<file path="config.mk">
export PLATFORM = sky130hd
export DESIGN_NAME = slave_port_initiator
export DESIGN_NICKNAME = d
export VERILOG_FILES = /design/src/rtl/slave_port_pkg.sv /design/src/rtl/slave_port_initiator.sv
export SDC_FILE = /design/constraint.sdc
export NUM_CORES = 1
export LEC_CHECK = 0
export BUFFER_PORTS_ARGS = -buffer_cell sky130_fd_sc_hd__buf_2
export CAP_MARGIN = 20
export CORE_MARGIN = 1.5
export CORE_UTILIZATION = 44
export DETAILED_ROUTE_END_ITERATION = 8
export GPL_TIMING_DRIVEN = 0
export MAX_ROUTING_LAYER = met4
export PLACE_DENSITY = 0.95
export SLEW_MARGIN = 20
export SYNTH_ARGS = -nofsm -noshare
export SYNTH_HDL_FRONTEND = slang
export SYNTH_SLANG_ARGS = --single-unit
</file>
<file path="constraint.sdc">
create_clock -name clock -period 3.2 [get_ports clock]
set_input_delay 0.96 -clock clock [delete_from_list [all_inputs] [get_ports clock]]
set_output_delay 0.96 -clock clock [all_outputs]
set_load 0.005 [all_outputs]
</file>
<file path="src/rtl/slave_port_pkg.sv">
// Shared definitions for the slave-port initiator: FSM state encoding and default field widths.
package slave_port_pkg;

    typedef enum logic [1:0] {
        ST_IDLE  = 2'd0,
        ST_ISSUE = 2'd1,
        ST_WAIT  = 2'd2,
        ST_RESP  = 2'd3
    } state_t;

    localparam int DEF_ADDR_W = 7;
    localparam int DEF_DATA_W = 8;
    localparam int DEF_SIZE_W = 4;

endpackage

</file>
<file path="src/rtl/slave_port_initiator.sv">
// Single-outstanding command initiator driving channel 0 of a packed slave-port bus.
// Optional WAIT watchdog enabled by defining SLAVE_PORT_INITIATOR_TIMEOUT_EN.
module slave_port_initiator
    import slave_port_pkg::*;
#(
    parameter int CH      = 2,
    parameter int ADDR_W  = DEF_ADDR_W,
    parameter int DATA_W  = DEF_DATA_W,
    parameter int SIZE_W  = DEF_SIZE_W,
    parameter int TIMEOUT = 255
) (
    input  logic                   clock,
    input  logic                   reset,
    input  logic                   cmd_valid,
    output logic                   cmd_ready,
    input  logic                   cmd_we,
    input  logic [ADDR_W-1:0]      cmd_addr,
    input  logic [DATA_W-1:0]      cmd_wdata,
    input  logic [SIZE_W-1:0]      cmd_size,
    output logic                   rsp_valid,
    input  logic                   rsp_ready,
    output logic [DATA_W-1:0]      rsp_rdata,
    output logic                   rsp_err,
    output logic [CH-1:0]          S_oe_ram,
    output logic [CH-1:0]          S_we_ram,
    output logic [CH*ADDR_W-1:0]   S_addr_ram,
    output logic [CH*DATA_W-1:0]   S_Wdata_ram,
    output logic [CH*SIZE_W-1:0]   S_data_ram_size,
    input  logic [CH*DATA_W-1:0]   Sout_Rdata_ram,
    input  logic [CH-1:0]          Sout_DataRdy
);

    state_t              state_q;
    state_t              state_d;
    logic                we_q;
    logic [ADDR_W-1:0]   addr_q;
    logic [DATA_W-1:0]   wdata_q;
    logic [SIZE_W-1:0]   size_q;
    logic [DATA_W-1:0]   rdata_q;
    logic                oe0;
    logic                we0;
    logic                done;

    // Only channel 0 completes; upper channels are never listened to.
    assign done = Sout_DataRdy[0];

    logic unused_inputs;
    assign unused_inputs = ^{Sout_DataRdy, Sout_Rdata_ram};

`ifdef SLAVE_PORT_INITIATOR_TIMEOUT_EN
    localparam int CNT_W = $clog2(TIMEOUT + 1);

    logic [CNT_W-1:0] wait_cnt_q;
    logic             timeout_hit;
    logic             err_q;

    // Fires on the last WAIT cycle of the budget, so RESP follows exactly TIMEOUT cycles after entering WAIT.
    assign timeout_hit = (wait_cnt_q == CNT_W'(TIMEOUT - 1));
    assign rsp_err     = err_q;

    always_ff @(posedge clock) begin
        if (reset) begin
            wait_cnt_q <= '0;
        end else if (state_q == ST_WAIT && state_d == ST_WAIT) begin
            wait_cnt_q <= wait_cnt_q + 1'b1;
        end else begin
            wait_cnt_q <= '0;
        end
    end
`else
    localparam int unused_timeout = TIMEOUT;

    assign rsp_err = 1'b0;
`endif

    always_ff @(posedge clock) begin
        if (reset) begin
            state_q <= ST_IDLE;
        end else begin
            state_q <= state_d;
        end
    end

    always_comb begin
        state_d = state_q;
        case (state_q)
            ST_IDLE:  if (cmd_valid) state_d = ST_ISSUE;
            ST_ISSUE: state_d = done ? ST_RESP : ST_WAIT;
            ST_WAIT: begin
                if (done) begin
                    state_d = ST_RESP;
`ifdef SLAVE_PORT_INITIATOR_TIMEOUT_EN
                end else if (timeout_hit) begin
                    state_d = ST_RESP;
`endif
                end
            end
            ST_RESP:  if (rsp_ready) state_d = ST_IDLE;
            default:  state_d = ST_IDLE;
        endcase
    end

    always_comb begin
        cmd_ready = 1'b0;
        rsp_valid = 1'b0;
        oe0       = 1'b0;
        we0       = 1'b0;
        case (state_q)
            ST_IDLE:  cmd_ready = 1'b1;
            ST_ISSUE: begin
                oe0 = ~we_q;
                we0 = we_q;
            end
            ST_RESP:  rsp_valid = 1'b1;
            default:  ;
        endcase
    end

    // Command latch and response capture; fields stay held across WAIT and RESP.
    always_ff @(posedge clock) begin
        if (reset) begin
            we_q    <= 1'b0;
            addr_q  <= '0;
            wdata_q <= '0;
            size_q  <= '0;
            rdata_q <= '0;
`ifdef SLAVE_PORT_INITIATOR_TIMEOUT_EN
            err_q   <= 1'b0;
`endif
        end else begin
            if (state_q == ST_IDLE && cmd_valid) begin
                we_q    <= cmd_we;
                addr_q  <= cmd_addr;
                wdata_q <= cmd_wdata;
                size_q  <= cmd_size;
            end
            if ((state_q == ST_ISSUE || state_q == ST_WAIT) && done) begin
                rdata_q <= we_q ? '0 : Sout_Rdata_ram[DATA_W-1:0];
`ifdef SLAVE_PORT_INITIATOR_TIMEOUT_EN
                err_q   <= 1'b0;
            end else if (state_q == ST_WAIT && timeout_hit) begin
                rdata_q <= '0;
                err_q   <= 1'b1;
`endif
            end
        end
    end

    assign rsp_rdata = rdata_q;

    // Channel 0 occupies the LSBs; zero-extension ties channels 1..CH-1 to 0.
    assign S_oe_ram        = CH'(oe0);
    assign S_we_ram        = CH'(we0);
    assign S_addr_ram      = (CH*ADDR_W)'(addr_q);
    assign S_Wdata_ram     = (CH*DATA_W)'(wdata_q);
    assign S_data_ram_size = (CH*SIZE_W)'(size_q);

endmodule

</file>
==> results.py, run 1 <==
metrics = {
    "status": {
        "status": "finished, final reports clean",
    },
    "timing": {
        "fin_tns_setup_ns": 0,
        "setup_viol": 0,
        "period_needed_ns": 2.38,
        "setup_ws_ns": 0.818,
        "drv_slew": 0,
        "hold_viol_final": 0,
        "finClkSkew_ns": 0.00382,
        "max_freq_mhz": 420,
        "rsz0062_at_grt": "false",
        "fin_crit_sh_pct": 74.5,
    },
    "place": {
        "hpwl_um": 2370,
        "place_ws_ns": 1.16,
        "gp_congestion": 0.717,
        "place_area_mm2": 0.00185,
        "port-buffer-count": 63,
        "dp.cells": 300,
    },
    "setup_path": {
        "critPathMaxFanout": 4,
        "critical_path.slowest_cell": "dfxtp_1",
        "cp-end-kind": "output port",
        "worstReg2RegEnd": "rsp_rdata[6]",
        "reg2reg_depth": 6,
        "start_kind": "register",
        "slowest_delay_ns": 0.41,
        "crit_type": "reg -> out",
        "cp.arrival_ns": 1.42,
        "path_cells": "inv_1, ha_1, and2_1, buf_4, buf_2",
        "reg2reg_slack_ns": 1.69,
        "cp.required_ns": 2.24,
        "reg2reg_from": "state_q[0]",
    },
    "synthesis": {
        "synthXorXnorAreaFrac_pct": 0,
        "synth_edf_count": 0,
        "synth-seq-area-share_pct": 43.0,
        "synth.distinct_cells": 19,
        "synth_area_mm2": 0.00140,
        "ys_ff_latch": 30,
        "netlist_top_cells_area": "dfxtp_1 (43%), buf_4 (15%), nand2_1 (14%)",
        "synth_fa_ha_area_share_pct": 3.58,
        "synth_top_family_by_area": "simple AND/OR/NAND/NOR gates",
        "syn_inst": 172,
        "synth_top_area_share_pct": 43.0,
        "yosysWarningCount": 0,
        "synth_mux_area_share_pct": 0.716,
        "synth-compound-area-share_pct": 12.6,
        "avgSynthCellArea_um2": 8.13,
        "synth-async-reset-ratio_pct": 0,
        "synth_largest_area_cell": "dfxtp_1",
        "synth_flop_cell": "dfxtp_1",
        "yosys.area_share.simple_pct": 21.9,
    },
    "cts": {
        "h-tree-depth": 2,
        "clk_path_buf_depth": 2,
        "cts.clk_slew.worst_paths_ns": 0.08,
        "clock_latency_ns": 0.31,
        "cts_tree": "built",
        "cts-root-buf": "clkbuf_4",
        "postCtsSetupBuffers": 0,
        "cts_buffers": 5,
        "clock_sinks": 30,
        "cts_resized": 0,
        "postCtsHoldBufs": 0,
    },
    "grt": {
        "grt_pass1_vias": 1104,
        "grt_pass1_wl_um": 4730,
        "grt_overflow": 0,
        "grt_use_total_pct": 18.2,
        "grt_max_degree": 11,
        "antenna_found_initial": 0,
    },
    "layout": {
        "utilization_pct": 62.7,
        "area_growth_syn_to_layout_pct": 35.8,
        "diodes": 0,
        "final_cells": 306,
        "drive_gt1_share_pct": 38.9,
        "fin_nets": 309,
        "finalInstanceArea_mm2": 0.00190,
    },
    "hold_path": {
        "hp-start": "wdata_q[7]",
        "min_to": "wdata_q[7]",
        "whs_path_depth": 2,
        "hp-class": "reg -> reg",
    },
    "power_and_ir_drop": {
        "power_frac_seq_pct": 41.4,
        "power_switching_w": 0.000427,
        "p_per_area_mw_per_mm2": 637,
        "ir_worst_vdd_v": 0.000388,
        "comb_power_share_pct": 41.0,
        "swShare_pct": 35.4,
        "p_clk_share_pct": 17.6,
        "p_leak_nw": 0.992,
        "internal_power_w": 0.000781,
    },
    "drt": {
        "dr.pass1.iters": 4,
        "routed_wl_um": 3000,
        "drt_drc_violations_left": 0,
        "drt_iter0_markers": 54,
        "antenna_left": 0,
        "avgViaCountPerCell": 4.39,
        "routedWlPerCell_um": 9.79,
        "vias": 1343,
    },
    "floorplanning": {
        "die_area_mm2": 0.00352,
        "core_mm2": 0.00303,
        "die_h_um": 59.4,
        "io_pins": 95,
        "start_util_pct": 46.2,
        "rows": 20,
        "die_w_um": 59.4,
    },
    "job": {
        "drv_cap": 0,
    },
}
-- power groups by stage --
stage	Combinational, W	Sequential (W)	Clock [W]
after floorplan	0.000326	0.000511	0
after global placement	0.000490	0.000505	0
after detailed placement	0.000503	0.000508	0
after CTS	0.000505	0.000500	0.000222
after global routing	0.000563	0.000510	0.000235
final	0.000496	0.000500	0.000213
-- state kept, by name (all words and copies together), names as in the netlist --
register,flops
addr_q,7
size_q,4
wdata_q,8
rsp_rdata,8
we_q,1
state_q,2
-- kinds of logic (layout without fill, tap and decap cells) --
| kind of cell | Yosys count | in the layout |
|---|---|---|
| adder cells (fa/ha/maj) | 4 | 4 |
| other | 1 | 22 |
| AO/OA/AOI/OAI | 32 | 32 |
| flip-flops | 30 | 30 |
| buffers and inverters | 38 | 107 |
| multiplexers | 1 | 1 |
| AND/OR/NAND/NOR | 66 | 66 |
-- layout by cell type, fill, tap and decap left out, types with 3 or more instances in the layout --
cell / n
buf_2: 68
nand2_1: 51
dfxtp_1: 30
a21oi_1: 28
buf_4: 27
conb_1: 22
nand4b_1: 8
clkbuf_4: 5
inv_1: 4
ha_1: 4
nand2b_1: 3
-- through the flow --
stage | power, W | hold WS [ns]
after floorplan | 0.000837 | 0.448
after global routing | 0.00131 | 0.469
after detailed placement | 0.00101 | 0.445
after global placement | 0.000995 | 0.437
after CTS | 0.00123 | 0.457
final | 0.00121 | 0.454
-- area by class of cell --
class	instances	area (µm²)
timing repair buffer	63	315
buffer	34	235
sequential	30	601
fill	291	1130
inverter	4	15.0
multi-input combinational	125	626
tap	44	55.1
clock buffer	6	51.3
-- worst max-delay path, delay by kind of cell, from the launching register on --
kind                     cells  cell delay [ns]
AND/OR/NAND/NOR              1             0.16
buffers and inverters        3             0.33
adder cells (fa/ha/maj)      1             0.21
flip-flops                   1             0.41
-- worst max path at each step --
stage,depth (start not counted),slack [ns],startpoint,to
6_report,5,0.82,state_q[1],S_we_ram[0]
5_1_grt,5,0.70,state_q[1],S_we_ram[0]
4_1_cts,5,0.79,state_q[1],S_we_ram[0]
3_5_place_dp,5,1.16,state_q[1],S_we_ram[0]
3_3_place_gp,5,1.19,state_q[1],S_we_ram[0]
2_1_floorplan,4,1.37,state_q[1],S_we_ram[0]
-- cells in the mapped netlist, drive strengths merged, types with 2 or more instances --
cell	count
nand2	51
buf	32
nand2b	3
a21oi	28
dfxtp	30
and2	2
nand4b	8
ha	4
clkbuf	2
inv	4
-- metal layers --
metal / GRT usage, % / vias to the layer above / part of all wire, %
li1: - / 696 / -
met1: 19.4 / 588 / 41
met2: 31.7 / 54 / 50
met3: 5.24 / 5 / 7.8
met4: 6.82 / 0 / 1.0
met5: - / - / 0
Power figures use the tool's default switching activity.
==> run 2: changes to the inputs <==
ABC_AREA = 1   (was unset)
CORE_UTILIZATION = 37   (was 44)
PLACE_DENSITY = 0.87   (was 0.95)
clock period = 2 ns   (was 3.2 ns; I/O delays follow)
==> run 2 against run 1 <==
Compared with the run above: area after synthesis down 1.6%; clock skew fell by 0.0021 ns; hold slack improved by 0.0090 ns; synthesized cell count up 4.7%; setup slack lost 0.72 ns; power is 98% higher; combinational power up 88%; critical path type unchanged; register-to-register slack worse by 1.1 ns.
==> results.py, run 2 <==
metrics = {
    "synthesis": {
        "ys_ff_latch": 30,
        "yosys.area_share.simple_pct": 21.1,
        "avgSynthCellArea_um2": 7.64,
        "synth.distinct_cells": 18,
        "synth.most_common_cell": "nor2_1",
        "synth_mux_area_share_pct": 0,
        "yosysWarningCount": 0,
        "netlist_top_cells_area": "dfxtp_1 (44%), buf_4 (13%), nor2_1 (10%)",
        "synth_top_area_share_pct": 43.7,
        "synth-seq-area-share_pct": 43.7,
        "synthXorXnorAreaFrac_pct": 0,
        "synth_top_family_by_area": "simple AND/OR/NAND/NOR gates",
        "synth_area_mm2": 0.00138,
        "synth_fa_ha_area_share_pct": 3.64,
        "synthTopCellsByCount": "nor2_1 (38), dfxtp_1 (30), buf_4 (24)",
        "synth-compound-area-share_pct": 11.3,
        "synth_largest_area_cell": "dfxtp_1",
        "syn_inst": 180,
        "synth_flop_cell": "dfxtp_1",
        "synth-async-reset-ratio_pct": 0,
        "synth_edf_count": 0,
    },
    "place": {
        "gp_congestion": 0.763,
        "hpwl_um": 2370,
        "dp.cells": 310,
        "port-buffer-count": 63,
    },
    "setup_path": {
        "critPathMaxFanout": 5,
        "slowest_delay_ns": 0.39,
        "cp-end-kind": "output port",
        "cp.required_ns": 1.40,
        "path_buf_inv": 4,
        "cp_common_cell": "inv_1",
        "start_kind": "register",
        "cp.arrival_ns": 1.30,
        "crit_type": "reg -> out",
        "critical_path.slowest_cell": "dfxtp_1",
        "path_cells": "inv_1, ha_1, nand2_1, inv_1, buf_4, buf_2",
        "worst_path_dominant_cell_family": "flip-flops",
    },
    "layout": {
        "drive_gt1_share_pct": 37.9,
        "mostFrequentLayoutCell": "buf_2",
        "fillers": 353,
        "final_cells": 318,
        "diodes": 0,
        "fin_nets": 317,
        "layout_common_cells": "buf_2 (63), nor2_1 (38), dfxtp_1 (30)",
        "area_growth_syn_to_layout_pct": 40.6,
    },
    "drt": {
        "routedWlPerCell_um": 9.64,
        "wl_met1_um": 1220,
        "vias": 1336,
        "routed_wl_um": 3070,
        "top_layer": "met4",
        "drt_drc_violations_left": 0,
        "drt_iter0_markers": 54,
        "antenna_left": 0,
        "dr.pass1.iters": 4,
        "wl_met2_um": 1530,
        "avgViaCountPerCell": 4.20,
        "dr_wl_met3_um": 256,
    },
    "timing": {
        "rsz0062_at_grt": "false",
        "drv_slew": 0,
        "finClkSkew_ns": 0.00177,
        "fin_tns_setup_ns": 0,
        "max_freq_mhz": 526,
        "period_needed_ns": 1.90,
        "fin_crit_sh_pct": 95.1,
        "hold_viol_final": 0,
        "setup_viol": 0,
    },
    "floorplanning": {
        "die_area_mm2": 0.00409,
        "rows": 21,
        "core_mm2": 0.00344,
        "io_pins": 95,
        "start_util_pct": 39.9,
        "die_w_um": 64.0,
        "die_h_um": 64.0,
    },
    "cts": {
        "clock_latency_ns": 0.27,
        "clk_path_buf_depth": 2,
        "postCtsHoldBufs": 0,
        "cts_tree": "built",
        "h-tree-depth": 2,
        "cts_resized": 0,
        "postCtsSetupBuffers": 0,
        "cts.clk_slew.worst_paths_ns": 0.06,
        "clock_sinks": 30,
        "cts_buffers": 5,
        "cts-root-buf": "clkbuf_8",
    },
    "grt": {
        "grt_use_total_pct": 16.6,
        "grt_pass1_vias": 1237,
        "grt_pass1_wl_um": 5150,
        "antenna_found_initial": 0,
        "grt_overflow": 0,
        "grt_max_degree": 11,
    },
    "power_and_ir_drop": {
        "ir_worst_vdd_v": 0.000636,
        "p_leak_nw": 1.06,
        "p_per_area_mw_per_mm2": 1240,
        "totalPowerFinal_w": 0.00239,
    },
    "status": {
        "status": "finished, final reports clean",
    },
    "hold_path": {
        "hp-class": "reg -> reg",
    },
    "job": {
        "drv_cap": 0,
    },
}
[run 2: cell types whose count changed after synthesis, moves of 2 or more]
cell      change
nand4b_1      -8
nor2_2        +2
inv_1         +6
a21oi_1      -17
and2_1        -2
nand2b_1      -3
nor2_1       +38
buf_2         -5
nand2_1      -33
o21ai_0      +20
clkbuf_2      +3
nand2_2       +2
buf_4         -3
nand3_1      +11
[run 2: kinds of logic (layout without fill, tap and decap cells)]
family,after synthesis,count (layout)
AO/OA/AOI/OAI,31,31
AND/OR/NAND/NOR,71,71
adder cells (fa/ha/maj),4,4
buffers and inverters,43,114
other,1,22
flip-flops,30,30
[run 2: per-layer routing]
layer | up-vias | global-route usage [%]
met3 | 7 | 4.93
met1 | 570 | 17.6
met5 | - | -
met2 | 57 | 28.1
li1 | 702 | -
met4 | 0 | 8.15
[run 2: where the power goes]
| part | total (W) | internal, W | switching, W |
|---|---|---|---|
| Clock | 0.000586 | 0.000372 | 0.000214 |
| Combinational | 0.000932 | 0.000418 | 0.000514 |
| Sequential | 0.000869 | 0.000771 | 0.0000977 |
| Total | 0.00239 | 0.00156 | 0.000826 |
[run 2: layout make-up]
type | instances | area [µm²] | area share, %
flip-flops and latches | 30 | 601 | 31.1
multi-input cells | 128 | 578 | 29.9
repair buffers | 63 | 315 | 16.3
plain buffers | 30 | 223 | 11.5
clock buffers | 7 | 76.3 | 3.95
well taps | 46 | 57.6 | 2.98
inverters | 13 | 52.6 | 2.72
clock inverters | 1 | 30.0 | 1.55
[run 2: metrics by stage]
| stage | util, % | hold slack (ns) | setup WS (ns) | cell area, µm² |
|---|---|---|---|---|
| 2_1_floorplan | - | 0.462 | 0.568 | 1450 |
| 3_3_place_gp | 53.1 | 0.452 | 0.419 | 1830 |
| 3_5_place_dp | 53.1 | 0.453 | 0.393 | 1830 |
| 4_1_cts | 56.2 | 0.463 | 0.0839 | 1930 |
| 5_1_grt | 56.2 | 0.491 | 0.00820 | 1930 |
| 6_report | 56.2 | 0.463 | 0.0973 | 1930 |
[run 2: path summary, 6_finish.rpt]
kind / cells past startpoint / startpoint / slack, ns / end
max: 6 / state_q[1] / 0.1 / S_we_ram[0]
min: 2 / rsp_rdata[2] / 0.46 / rsp_rdata[2]
max reg2reg: 6 / state_q[0] / 0.55 / rsp_rdata[1]
min reg2reg: 2 / rsp_rdata[2] / 0.46 / rsp_rdata[2]
[run 2: worst reg2reg max path, stage by stage (launching register included)]
cell and delay, ns:
dfxtp_1 0.40, inv_1 0.11, ha_1 0.33, nand2_2 0.17
clkinv_2 0.15, nand3_1 0.10, a21oi_1 0.07
